[config.mk]
export PLATFORM = sky130hd
export DESIGN_NAME = nano_mem_arbiter
export DESIGN_NICKNAME = d
export VERILOG_FILES = /design/src/rtl/nano_mem_arbiter.sv
export SDC_FILE = /design/constraint.sdc
export NUM_CORES = 1
export LEC_CHECK = 0
export BUFFER_PORTS_ARGS = -buffer_cell sky130_fd_sc_hd__buf_4
export CAP_MARGIN = 20
export CORE_MARGIN = 4
export CORE_UTILIZATION = 46
export DETAILED_ROUTE_END_ITERATION = 10
export HOLD_SLACK_MARGIN = 0.03
export PLACE_DENSITY = 0.95
export SLEW_MARGIN = 20
export SYNTH_ARGS = -nofsm -noshare
export SYNTH_HDL_FRONTEND = slang
export SYNTH_SLANG_ARGS = --single-unit
[constraint.sdc]
create_clock -name i_clk -period 3.73 [get_ports i_clk]
set_input_delay 0.5595 -clock i_clk [delete_from_list [all_inputs] [get_ports i_clk]]
set_output_delay 0.5595 -clock i_clk [all_outputs]
set_load 0.03 [all_outputs]
[src/rtl/nano_mem_arbiter.sv]
// Single-port RAM arbiter for nano_riscv fetch (IF) and load/store (D) ports.
// Optional starvation guard for fetches is enabled by defining ARB_STARVE_GUARD_EN.
module nano_mem_arbiter #(
  parameter int ADDR_W     = 10,
  parameter int STARVE_MAX = 4
) (
  input  logic              i_clk,
  input  logic              i_rst,
  input  logic              i_if_req,
  input  logic [31:0]       i_if_addr,
  output logic              o_if_gnt,
  output logic              o_if_rvalid,
  output logic [31:0]       o_if_rdata,
  input  logic              i_d_req,
  input  logic              i_d_we,
  input  logic [3:0]        i_d_be,
  input  logic [31:0]       i_d_addr,
  input  logic [31:0]       i_d_wdata,
  output logic              o_d_gnt,
  output logic              o_d_rvalid,
  output logic [31:0]       o_d_rdata,
  output logic              o_mem_en,
  output logic              o_mem_we,
  output logic [3:0]        o_mem_be,
  output logic [ADDR_W-1:0] o_mem_addr,
  output logic [31:0]       o_mem_wdata,
  input  logic [31:0]       i_mem_rdata,
  output logic              o_busy
);

  localparam logic [1:0] SEL_NONE = 2'd0;
  localparam logic [1:0] SEL_IF   = 2'd1;
  localparam logic [1:0] SEL_D    = 2'd2;

  logic [1:0]  resp_sel;
  logic [31:0] if_rdata_q;
  logic [31:0] d_rdata_q;
  logic        force_if;

`ifdef ARB_STARVE_GUARD_EN
  localparam int CNT_W = $clog2(STARVE_MAX + 1);

  logic [CNT_W-1:0] starve_cnt;

  assign force_if = (starve_cnt == CNT_W'(STARVE_MAX));

  // Counts consecutive denied fetch cycles; saturates so IF keeps winning until granted.
  always_ff @(posedge i_clk) begin
    if (i_rst || !i_if_req || o_if_gnt) begin
      starve_cnt <= '0;
    end else if (!force_if) begin
      starve_cnt <= starve_cnt + 1'b1;
    end
  end
`else
  assign force_if = 1'b0;
`endif

  assign o_if_gnt = !i_rst && i_if_req && (!i_d_req || force_if);
  assign o_d_gnt  = !i_rst && i_d_req && !o_if_gnt;

  always_comb begin
    // NOTE: every output gets a default first so no path through the block infers a latch.
    o_mem_en    = 1'b0;
    o_mem_we    = 1'b0;
    o_mem_be    = 4'b0000;
    o_mem_addr  = '0;
    o_mem_wdata = '0;
    if (o_if_gnt) begin
      o_mem_en   = 1'b1;
      o_mem_be   = 4'b1111;
      o_mem_addr = i_if_addr[ADDR_W+1:2];
    end else if (o_d_gnt) begin
      o_mem_en   = 1'b1;
      o_mem_we   = i_d_we;
      o_mem_be   = i_d_we ? i_d_be : 4'b1111;
      o_mem_addr = i_d_addr[ADDR_W+1:2];
      if (i_d_we) begin
        o_mem_wdata = i_d_wdata;
      end
    end
  end

  // Ignored address bits: byte offset and high-order aliases.
  logic unused_addr_bits;
  assign unused_addr_bits = ^{i_if_addr[31:ADDR_W+2], i_if_addr[1:0],
                              i_d_addr[31:ADDR_W+2], i_d_addr[1:0]};

  // NOTE: sequential state uses non-blocking assignments so all registers update together.
  always_ff @(posedge i_clk) begin
    if (i_rst) begin
      resp_sel <= SEL_NONE;
    end else if (o_if_gnt) begin
      resp_sel <= SEL_IF;
    end else if (o_d_gnt && !i_d_we) begin
      resp_sel <= SEL_D;
    end else begin
      resp_sel <= SEL_NONE;
    end
  end

  always_ff @(posedge i_clk) begin
    if (i_rst) begin
      if_rdata_q <= '0;
      d_rdata_q  <= '0;
    end else begin
      if (resp_sel == SEL_IF) if_rdata_q <= i_mem_rdata;
      if (resp_sel == SEL_D)  d_rdata_q  <= i_mem_rdata;
    end
  end

  // RAM data arrives in the cycle after the grant; pass it straight through, then hold it.
  assign o_if_rvalid = (resp_sel == SEL_IF) && !i_rst;
  assign o_d_rvalid  = (resp_sel == SEL_D) && !i_rst;
  assign o_if_rdata  = o_if_rvalid ? i_mem_rdata : if_rdata_q;
  assign o_d_rdata   = o_d_rvalid ? i_mem_rdata : d_rdata_q;
  assign o_busy      = (resp_sel != SEL_NONE);

endmodule

; ---- Word-level counts from Yosys, hierarchy flattened
; Cells that the tools add are included.
[word_totals]
ff_bits = 66
inputBits = 137
output_inout_bits = 117
elab_cells = 35
[op_classes]
eq_ne = 2
n_mux = 16
reduce_logical = 13
[op_table]
columns = operator, n
row1 = $mux W32, 5
row2 = $mux W10, 2
row3 = $mux W4, 3
row4 = $logic_and A1 B1 Y1, 7
row5 = $mux W1, 5
row6 = $logic_not A1 Y1, 4
row7 = $eq A2 B1 Y1 const B, 1
row8 = $eq A2 B2 Y1 const B, 1
row9 = $mux W2, 1
row10 = $reduce_bool A2 Y1, 1
row11 = $reduce_or A2 Y1, 1

; ---- Logic depth before layout (Yosys ltp)
; Gate-level depths: netlist (run 1).
[logic_depth]
ltp_word = 8
ltp_mapped = 5
ltp_nobuf = 3

; ---- Least setup slack after synthesis (run 1)
; Ideal clock, no wire load.
[synth_timing]
kind = input -> output
start = input i_rst
end = output o_mem_be[0]
t_arrival_ns = 1.672
required_time_ns = 3.171
slack_ns = 1.498
cell_stages = 3
path_buffers = 1
path_cell_list = buf_4 nor2_1 o21a_1
[synth_between]
elab_chain_cells = 7
elab_cells_between_ends = 8
cone_classes = mux (2) / reduce/logical (6)
[synth_rtl]
columns = element, line
row1 = "start, declared", 8  ; input logic i_rst,
row2 = $logic_not A1 Y1 *, "59, 60"
row3 = $logic_and A1 B1 Y1 (2 in series), 59  ; assign o_if_gnt = !i_rst && i_if_req && (!i_d_req || force_if);
row4 = $logic_not A1 Y1, 60  ; assign o_d_gnt = !i_rst && i_d_req && !o_if_gnt;
row5 = $logic_and A1 B1 Y1, 60
row6 = $mux W4, 73  ; end else if (o_d_gnt) begin
row7 = $mux W4 *, 69  ; if (o_if_gnt) begin
row8 = "end, declared", 24  ; output logic [3:0] o_mem_be,
; Every way passes the cells marked *; elsewhere a longest branch is shown, timed or not.

; ---- Final worst setup path (run 1)
[layout_timing]
start = input i_rst
end = output o_if_rdata[31]
[layout_between]
elab_chain_cells = 3
[layout_rtl]
columns = element, line
row1 = $logic_not A1 Y1, 113  ; assign o_if_rvalid = (resp_sel == SEL_IF) && !i_rst;
row2 = $logic_and A1 B1 Y1, 113
row3 = $mux W32, 115  ; assign o_if_rdata = o_if_rvalid ? i_mem_rdata : if_rdata_q;
row4 = "end, declared", 13  ; output logic [31:0] o_if_rdata,
; Every way passes these cells.

==> qor.yml, run 1 <==
routing:
  routed_wl_mm: 12.1
  antenna_left: 0
  drc: 0
  drt_first_pass_iters: 4
  vias_per_cell: 5.19
  drt-initial-drc-count: 176
  route.vias.total: 3750
  wire_per_inst_um: 16.7
clock_network:
  cts_tree: "built"
  clock_path_buffers: 2
  holdBufCountCts: 0
  clk_pin_slew_worst_paths_ns: 0.06
  cts.repair.resized: 0
  h-tree-depth: 3
  clock_latency_ns: 0.32
  cts_made_buffers: 9
  root_buffer: "clkbuf_8"
  post_cts_buffers: 0
  cts.sinks: 66
grt:
  grt_max_degree: 82
  globalRouteTotalUtil_pct: 23.5
  grt_use_met3_pct: 4.74
  gr-total-overflow: 0
  met1_usage_pct: 23.8
  grt_busiest_layer: "met2"
  grt_util_met2_pct: 45.6
  grt_pass1_wl_mm: 18.9
  grt_pass1_vias: 3926
  grt_antenna_before_repair: 0
finish:
  num-fill-cells: 589
  finalInstanceArea_um2: 5430
  num_antenna_cells: 0
  area_delta_synth_final_pct: 42.9
  layout.nets: 753
  drive_gt1_share_pct: 47.4
synthesis:
  ys.flop_type: "dfxtp_1"
  synthCells: 430
  yosysWarningCount: 0
  synth_area_um2: 3800
  synth.net_count: 567
  synth_cell_type_count: 21
  seq_area_frac_synth_pct: 34.8
  ys_async_sr_fraction_pct: 0
  avgSynthCellArea_um2: 8.83
  ys_ff_latch: 66
  synth_edf_count: 0
worst_setup_path:
  setup.worst_path.start: "i_rst"
  worst_setup_path_end_kind: "output port"
  reg2reg_to: "if_rdata_q[13]"
  cp_max_fo: 81
  crit_type: "input pin to output port"
  start_kind: "input pin"
  r2r_cells: 3
  reg2reg_slack_ns: 2.34
  cp_data_arrival_time_ns: 2.30
  reg2reg_from: "resp_sel[1]"
  cp_data_required_time_ns: 3.17
  endpoint: "o_if_rdata[31]"
die:
  die_h_um: 98.8
  initial_core_util_pct: 48.1
  dieArea_um2: 9770
  design.core.area_um2: 7890
  io_pins: 254
  die-width_um: 98.8
  rows: 32
sta:
  whs_ns: 0.402
  final_max_slew_viol_count: 0
  finClkSkew_ns: 0.0137
  setup-tns-final_ns: 0
  finalSetupViolCount: 0
  relSlewSlack_pct: 40.3
  hold_violations: 0
  period_share_pct: 76.5
  fin_crit_ns: 2.85
  worst_pin_slew_ns: 0.896
  grt_setup_unrepaired: "false"
  fmax_ghz: 0.350
place:
  place_area_um2: 5240
  hpwlAfterDp_mm: 9.06
  gp_congestion: 0.834
  portBuffers: 209
power_and_ir_drop:
  p_leak_nw: 2.50
  powerDensity_nw_per_um2: 324
  ir_drop_uv: 183
flow_run:
  max_cap_violations: 0
worst_hold_path:
  hp-class: "input pin to flip-flop"
  min-delay-start: "i_d_we"
outcome:
  status: "finished clean"
## how the worst min path moves through the flow
stage,end,slack [ns],cells past startpoint
finish,resp_sel[1],0.40,2
floorplan,d_rdata_q[0],0.43,2
global placement,if_rdata_q[1],0.44,2
CTS,resp_sel[1],0.39,2
global route,resp_sel[1],0.39,2
detailed placement,d_rdata_q[13],0.45,2
## metal layers
metal / vias up / share of wire, %
li1: 1790 / -
met1: 1772 / 34
met2: 158 / 55
met3: 30 / 6.8
met4: 0 / 3.7
met5: - / 0
## layout make-up
| cell class | count | area [um^2] | share of cell area [%] |
|---|---|---|---|
| multi-input cells | 328 | 2210 | 40.7 |
| repair buffers | 211 | 1580 | 29.2 |
| flip-flops and latches | 66 | 1320 | 24.4 |
| clock buffers | 12 | 145 | 2.68 |
| well taps | 102 | 128 | 2.35 |
| clock inverters | 3 | 40.0 | 0.738 |
## flip-flops by register name, summed over array words and instances, names as in the netlist
name        flops
resp_sel        2
d_rdata_q      32
if_rdata_q     32
## metrics by stage
stage | instances | utilization, % | setup WS (ns) | power, W
after CTS | 722 | 68.8 | 0.868 | 0.00177
after floorplan | 430 | - | 1.50 | 0.00102
after global routing | 722 | 68.8 | 0.784 | 0.00183
after detailed placement | 707 | 66.4 | 0.870 | 0.00121
final | 722 | 68.8 | 0.875 | 0.00176
after global placement | 707 | 66.4 | 0.899 | 0.00119
## power breakdown
group / switching (W) / internal (W) / leakage (nW)
combinational: 0.000246 / 0.000201 / 1.87
clock: 0.000246 / 0.000322 / 0.0962
sequential: 0.0000124 / 0.000728 / 0.536
total: 0.000505 / 0.00125 / 2.50
## layout by cell type, fill, tap and decap left out
cell	instances
buf_4	211
nand2_1	129
dfxtp_1	66
a21oi_1	64
mux2_4	58
and2_1	32
nor2_1	12
a22oi_1	10
clkbuf_8	10
mux2_2	6
nor2b_1	5
o21a_1	4
nand2b_1	2
nor2_8	2
and2b_2	2
clkinv_2	2
clkbuf_1	2
nor2_2	1
or2_2	1
bufinv_16	1
## synth_stat cells, types with 4 or more instances
| library cell | n | area (um^2) |
|---|---|---|
| buf_2 | 15 | 75.1 |
| nor2b_1 | 5 | 31.3 |
| mux2_4 | 58 | 871 |
| clkbuf_1 | 10 | 37.5 |
| nor2_1 | 12 | 45.0 |
| o21a_1 | 4 | 30.0 |
| nand2_1 | 129 | 484 |
| a21oi_1 | 64 | 320 |
| buf_12 | 6 | 120 |
| dfxtp_1 | 66 | 1320 |
| mux2_2 | 6 | 67.6 |
| and2_1 | 32 | 200 |
| a22oi_1 | 10 | 75.1 |
## worst max-delay path: stages
cell    delay [ns]
buf_4         0.36
nor2_8        0.74
mux2_2        0.41
buf_4         0.17
## kinds of logic (layout without fill, tap and decap cells)
family | after synthesis | in the layout | synth area share, %
compound gates | 78 | 78 | 11.2
flops | 66 | 66 | 34.8
mux | 64 | 64 | 24.7
buf+inv | 36 | 226 | 7.12
simple gates | 186 | 186 | 22.1
Power figures use the tool's default switching activity.
==> run 2: changes to the inputs <==
Settings changed: CORE_UTILIZATION 46 to 38, PLACE_DENSITY 0.95 to 0.85.
Clock period 3.73 ns to 2.4 ns, I/O delays scaled along.
==> qor.yml, run 2 (same netlist as run 1, synthesis figures left out) <==
place:
  portBuffers: 209  # unchanged
  pre_cts_ws_ns: 0.502  # was 0.870 ns
  dp.cells: 748  # was 707
  hpwlAfterDp_mm: 9.08  # was 9.06 mm
  gp_congestion: 0.852  # was 0.834
worst_setup_path:
  path_delay_family: "buffers and inverters"  # was simple AND/OR/NAND/NOR gates
  path_buf_inv: 2  # unchanged
  cp_max_fo: 14  # was 81
  cpPeakStageDelay_ns: 0.38  # was 0.74 ns
  cp_data_arrival_time_ns: 1.88  # was 2.30 ns
  critPathSlowestCell: "mux2_2"  # was nor2_8
  cp_data_required_time_ns: 2.04  # was 3.17 ns
  cp_cell_sequence: "nand2b_2 > nor2_8 > buf_4 > mux2_2 > buf_4"  # was buf_4 > nor2_8 > mux2_2 > buf_4
  reg2reg_slack_ns: 0.79  # was 2.34 ns
  crit_type: "flip-flop to output port"  # was input pin to output port
  start_kind: "flip-flop"  # was input pin
  reg2reg_to: "if_rdata_q[24]"  # was if_rdata_q[13]
  cpMostUsedCell: "buf_4"  # unchanged
  r2r_cells: 4  # was 3
  worst_setup_path_end_kind: "output port"  # unchanged
  reg2reg_from: "resp_sel[1]"  # unchanged
die:
  dieArea_um2: 11700  # was 9770 um^2
  die-width_um: 108  # was 98.8 um
  die_h_um: 108  # was 98.8 um
  rows: 36  # was 32
  initial_core_util_pct: 39.0  # was 48.1%
  io_pins: 254  # unchanged
  design.core.area_um2: 9730  # was 7890 um^2
routing:
  drc: 0  # unchanged
  routed_wl_mm: 12.0  # was 12.1 mm
  vias_per_cell: 4.90  # was 5.19
  route.vias.total: 3742  # was 3750
  drt-initial-drc-count: 158  # was 176
  antenna_left: 0  # unchanged
  wire_per_inst_um: 15.7  # was 16.7 um
  drt_first_pass_iters: 4  # unchanged
outcome:
  status: "finished clean"  # unchanged
grt:
  grt_antenna_before_repair: 0  # unchanged
  grt_pass1_wl_mm: 18.7  # was 18.9 mm
  grt_pass1_vias: 3814  # was 3926
  grt_max_degree: 48  # was 82
  gr-total-overflow: 0  # unchanged
  globalRouteTotalUtil_pct: 20.1  # was 23.5%
finish:
  layout.nets: 763  # was 753
  drive_gt1_share_pct: 48.5  # was 47.4%
  layout.cells.non_filler: 764  # was 722
  finish.utilization_pct: 57.2  # was 68.8%
  num-fill-cells: 848  # was 589
  area_delta_synth_final_pct: 46.6  # was 42.9%
  final_common_cell: "buf_4"  # unchanged
  num_antenna_cells: 0  # unchanged
  largestRegisters: "d_rdata_q x32, if_rdata_q x32, resp_sel x2"  # unchanged
  final_cell_mix: "buf_4 (218), nand2_1 (129), dfxtp_1 (66)"  # was buf_4 (211), nand2_1 (129), dfxtp_1 (66)
sta:
  finClkSkew_ns: 0.00999  # was 0.0137 ns
  setup-tns-final_ns: 0  # unchanged
  finalSetupViolCount: 0  # unchanged
  fin_crit_ns: 2.24
  relSlewSlack_pct: 54.3  # was 40.3%
  worst_pin_slew_ns: 0.685  # was 0.896 ns
  layout_setup_ws_ns: 0.160  # was 0.875 ns
  hold_violations: 0  # unchanged
  grt_setup_unrepaired: "false"  # unchanged
  final_max_slew_viol_count: 0  # unchanged
  period_share_pct: 93.3
  fmax_ghz: 0.446
flow_run:
  max_cap_violations: 0  # unchanged
clock_network:
  cts_tree: "built"  # unchanged
  h-tree-depth: 3  # unchanged
  root_buffer: "clkbuf_8"  # unchanged
  clock_path_buffers: 2  # unchanged
  holdBufCountCts: 0  # unchanged
  post_cts_buffers: 0  # unchanged
  cts.sinks: 66  # unchanged
  cts.repair.resized: 0  # unchanged
  cts_made_buffers: 9  # unchanged
  clock_latency_ns: 0.33  # was 0.32 ns
  clk_pin_slew_worst_paths_ns: 0.07  # was 0.06 ns
power_and_ir_drop:
  clock_power_share_pct: 30.3  # was 32.4%
  powerDensity_nw_per_um2: 478  # was 324 nW/um^2
  p_leak_nw: 2.55  # was 2.50 nW
  ir_drop_uv: 255  # was 183 uV
  netSwitchingPower_w: 0.000810  # was 0.000505 W
  p_int_w: 0.00185  # was 0.00125 W
  total_power_w: 0.00266  # was 0.00176 W
  pwr-share-seq_pct: 43.2  # was 42.2%
  p_sw_share_pct: 30.4  # was 28.7%
  comb_power_share_pct: 26.5  # was 25.5%
worst_hold_path:
  min_to: "resp_sel[1]"  # unchanged
  hp-class: "input pin to flip-flop"  # unchanged
  min-delay-start: "i_d_we"  # unchanged
  hold_path_depth: 2  # unchanged
==> run 2: cell count changes in the layout (fill, tap and decap cells not counted), sizes merged <==
| cell | before | now |
|---|---|---|
| buf | 211 | 221 |
| clkbuf | 12 | 11 |
| clkinv | 2 | 3 |
| bufinv | 1 | 0 |
| clkinvlp | 0 | 2 |
==> run 2: cell type report <==
cell class                      instances  area, um^2  area share [%]
Multi-Input combinational cell        328        2210            39.7
Timing Repair Buffer                  221        1700            30.5
Sequential cell                        66        1320            23.7
Tap cell                              133         166            2.99
Clock buffer                           11         141            2.54
Clock inverter                          5        30.0           0.540
==> run 2: how the worst max path moves through the flow <==
stage                            from            end  slack [ns]  cells after the start
after global placement          i_rst  o_d_rdata[31]        0.53                      5
after floorplan                 i_rst    o_mem_be[0]        0.57                      3
after detailed placement  resp_sel[0]  o_d_rdata[31]        0.50                      5
final                     resp_sel[1]  o_if_rdata[1]        0.16                      5
after CTS                 resp_sel[0]  o_d_rdata[31]        0.12                      5
after global routing      resp_sel[0]  o_d_rdata[31]        0.07                      5
==> run 2: metal layers <==
layer  vias to the layer above  track usage [%]  share of wire, %  wire length [um]
met2                       157             37.0                52              6220
met5                         -                0                 0                 0
met3                        27             4.54               6.4               770
li1                       1802                -                 -                 -
met4                         0             9.38               3.6               427
met1                      1756             21.8                38              4540
==> run 2: power by group through the flow <==
stage	sequential [W]	clock, W	combinational (W)
2_1_floorplan	0.00117	0	0.000410
3_3_place_gp	0.00117	0	0.000696
3_5_place_dp	0.00118	0	0.000709
4_1_cts	0.00115	0.000838	0.000710
5_1_grt	0.00115	0.000882	0.000751
6_report	0.00115	0.000806	0.000706
==> run 2: stage by stage <==
stage | hold WS (ns) | cell area [um^2]
floorplan | 0.432 | 3800
CTS | 0.169 | 5570
finish | 0.191 | 5570
global route | 0.171 | 5570
detailed placement | 0.447 | 5390
global placement | 0.441 | 5390
==> run 3: changes to the inputs <==
Settings changed: CORE_UTILIZATION 38 to 42, PLACE_DENSITY 0.85 to 0.88.
Clock period 2.4 ns to 2.5 ns, I/O delays scaled along.
==> qor.yml, run 3 (same netlist as run 1, synthesis figures left out) <==
worst_setup_path:
  start_kind: "flip-flop"  # unchanged
  cp_data_arrival_time_ns: 1.96  # was 1.88 ns
  cpPeakStageDelay_ns: 0.34  # was 0.38 ns
  path_buf_inv: 2  # unchanged
  crit_type: "flip-flop to output port"  # unchanged
  cp_max_fo: 14  # unchanged
  critPathSlowestCell: "dfxtp_1"  # was mux2_2
  cp_data_required_time_ns: 2.12  # was 2.04 ns
  cpMostUsedCell: "buf_4"  # unchanged
  cp_cell_sequence: "nand2b_2 > nor2_8 > buf_4 > mux2_2 > buf_4"  # unchanged
  worst_setup_path_end_kind: "output port"  # unchanged
  path_delay_family: "simple AND/OR/NAND/NOR gates"  # was buffers and inverters
sta:
  finalSetupViolCount: 0  # unchanged
  fin_crit_ns: 2.33
  period_share_pct: 93.2
  finClkSkew_ns: 0.00612  # was 0.00999 ns
  grt_setup_unrepaired: "false"  # unchanged
  whs_ns: 0.210  # was 0.191 ns
  relSlewSlack_pct: 61.1  # was 54.3%
  worst_pin_slew_ns: 0.584  # was 0.685 ns
  hold_violations: 0  # unchanged
  final_max_slew_viol_count: 0  # unchanged
  fmax_ghz: 0.429
  setup-tns-final_ns: 0  # unchanged
power_and_ir_drop:
  p_leak_nw: 2.57  # was 2.55 nW
  ir_drop_uv: 324  # was 255 uV
  powerDensity_nw_per_um2: 484  # was 478 nW/um^2
clock_network:
  cts_made_buffers: 9  # unchanged
  clock_path_buffers: 2  # unchanged
  cts.sinks: 66  # unchanged
  cts_tree: "built"  # unchanged
  cts.repair.resized: 0  # unchanged
  root_buffer: "clkbuf_8"  # unchanged
  clock_latency_ns: 0.33  # about the same
  clk_pin_slew_worst_paths_ns: 0.07  # about the same
  holdBufCountCts: 0  # unchanged
  post_cts_buffers: 0  # unchanged
  h-tree-depth: 3  # unchanged
routing:
  wire_per_inst_um: 16.5  # was 15.7 um
  route.vias.total: 3806  # was 3742
  drt-initial-drc-count: 124  # was 158
  drt_first_pass_iters: 4  # unchanged
  drc: 0  # unchanged
  vias_per_cell: 5.14  # was 4.90
  antenna_left: 0  # unchanged
  routed_wl_mm: 12.2  # was 12.0 mm
die:
  die_h_um: 103  # was 108 um
  io_pins: 254  # unchanged
  dieArea_um2: 10600  # was 11700 um^2
  initial_core_util_pct: 43.3  # was 39.0%
  die-width_um: 103  # was 108 um
  rows: 34  # was 36
  design.core.area_um2: 8760  # was 9730 um^2
finish:
  largestRegisters: "d_rdata_q x32, if_rdata_q x32, resp_sel x2"  # unchanged
  final_cell_mix: "buf_4 (220), nand2_1 (129), dfxtp_1 (66)"  # was buf_4 (218), nand2_1 (129), dfxtp_1 (66)
  layout.cells.non_filler: 740  # was 764
  finish.utilization_pct: 63.5  # was 57.2%
  num_antenna_cells: 0  # unchanged
  area_delta_synth_final_pct: 46.5  # was 46.6%
  final_common_cell: "buf_4"  # unchanged
  layout.nets: 764  # was 763
  drive_gt1_share_pct: 48.6  # was 48.5%
grt:
  globalRouteTotalUtil_pct: 22.3  # was 20.1%
  gr-total-overflow: 0  # unchanged
  grt_pass1_vias: 3842  # was 3814
  grt_antenna_before_repair: 0  # unchanged
  grt_max_degree: 45  # was 48
  grt_pass1_wl_mm: 18.5  # was 18.7 mm
place:
  dp.cells: 724  # was 748
  portBuffers: 209  # unchanged
  hpwlAfterDp_mm: 9.40  # was 9.08 mm
  gp_congestion: 0.898  # was 0.852
outcome:
  status: "finished clean"  # unchanged
flow_run:
  max_cap_violations: 0  # unchanged
worst_hold_path:
  hp-class: "input pin to flip-flop"  # unchanged
## run 3: changes by cell type in the layout (fill, tap and decap cells not counted)
cell and delta:
clkbuf_8 +1, buf_12 -1, clkinv_2 -2, buf_4 +2, bufinv_16 +1
## run 3: layer usage
metal | routed length [um] | share of wire [%] | track usage, % | vias up
met4 | 454 | 3.7 | 10.5 | 0
met1 | 4240 | 35 | 22.4 | 1793
met3 | 996 | 8.1 | 6.77 | 33
met2 | 6540 | 53 | 41.4 | 172
met5 | 0 | 0 | 0 | -
li1 | - | - | - | 1808
## run 3: cell type report
cell class / count / area [um^2]
sequential: 66 / 1320
clock inverter: 4 / 50.0
fill: 714 / 3200
tap: 108 / 135
multi-input combinational: 328 / 2210
clock buffer: 12 / 155
timing repair buffer: 222 / 1690
## run 3: report_power, final
group	internal (W)	switching [W]	total [W]
clock network	0.000514	0.000396	0.000910
registers	0.00109	0.0000185	0.00110
logic	0.000310	0.000369	0.000679
total	0.00191	0.000784	0.00269
## run 3: worst paths after layout
path,from,end,slack (ns),depth (start not counted)
max,resp_sel[0],o_d_rdata[31],0.17,5
min,i_d_we,resp_sel[1],0.21,2
max reg2reg,resp_sel[1],if_rdata_q[18],0.95,4
min reg2reg,if_rdata_q[10],if_rdata_q[10],0.46,2
## run 3: through the flow
stage | cell area (um^2) | setup WS [ns] | total power, W
global route | 5560 | 0.0495 | 0.00282
global placement | 5360 | 0.473 | 0.00179
detailed placement | 5360 | 0.451 | 0.00181
finish | 5560 | 0.169 | 0.00269
CTS | 5560 | 0.133 | 0.00272
floorplan | 3800 | 0.637 | 0.00152
## run 3: worst reg2reg max path, delay by kind of cell (launching register included)
family	cells	cell delay, ns
simple gates	2	0.64
buf+inv	1	0.36
compound gates	1	0.14
flops	1	0.34
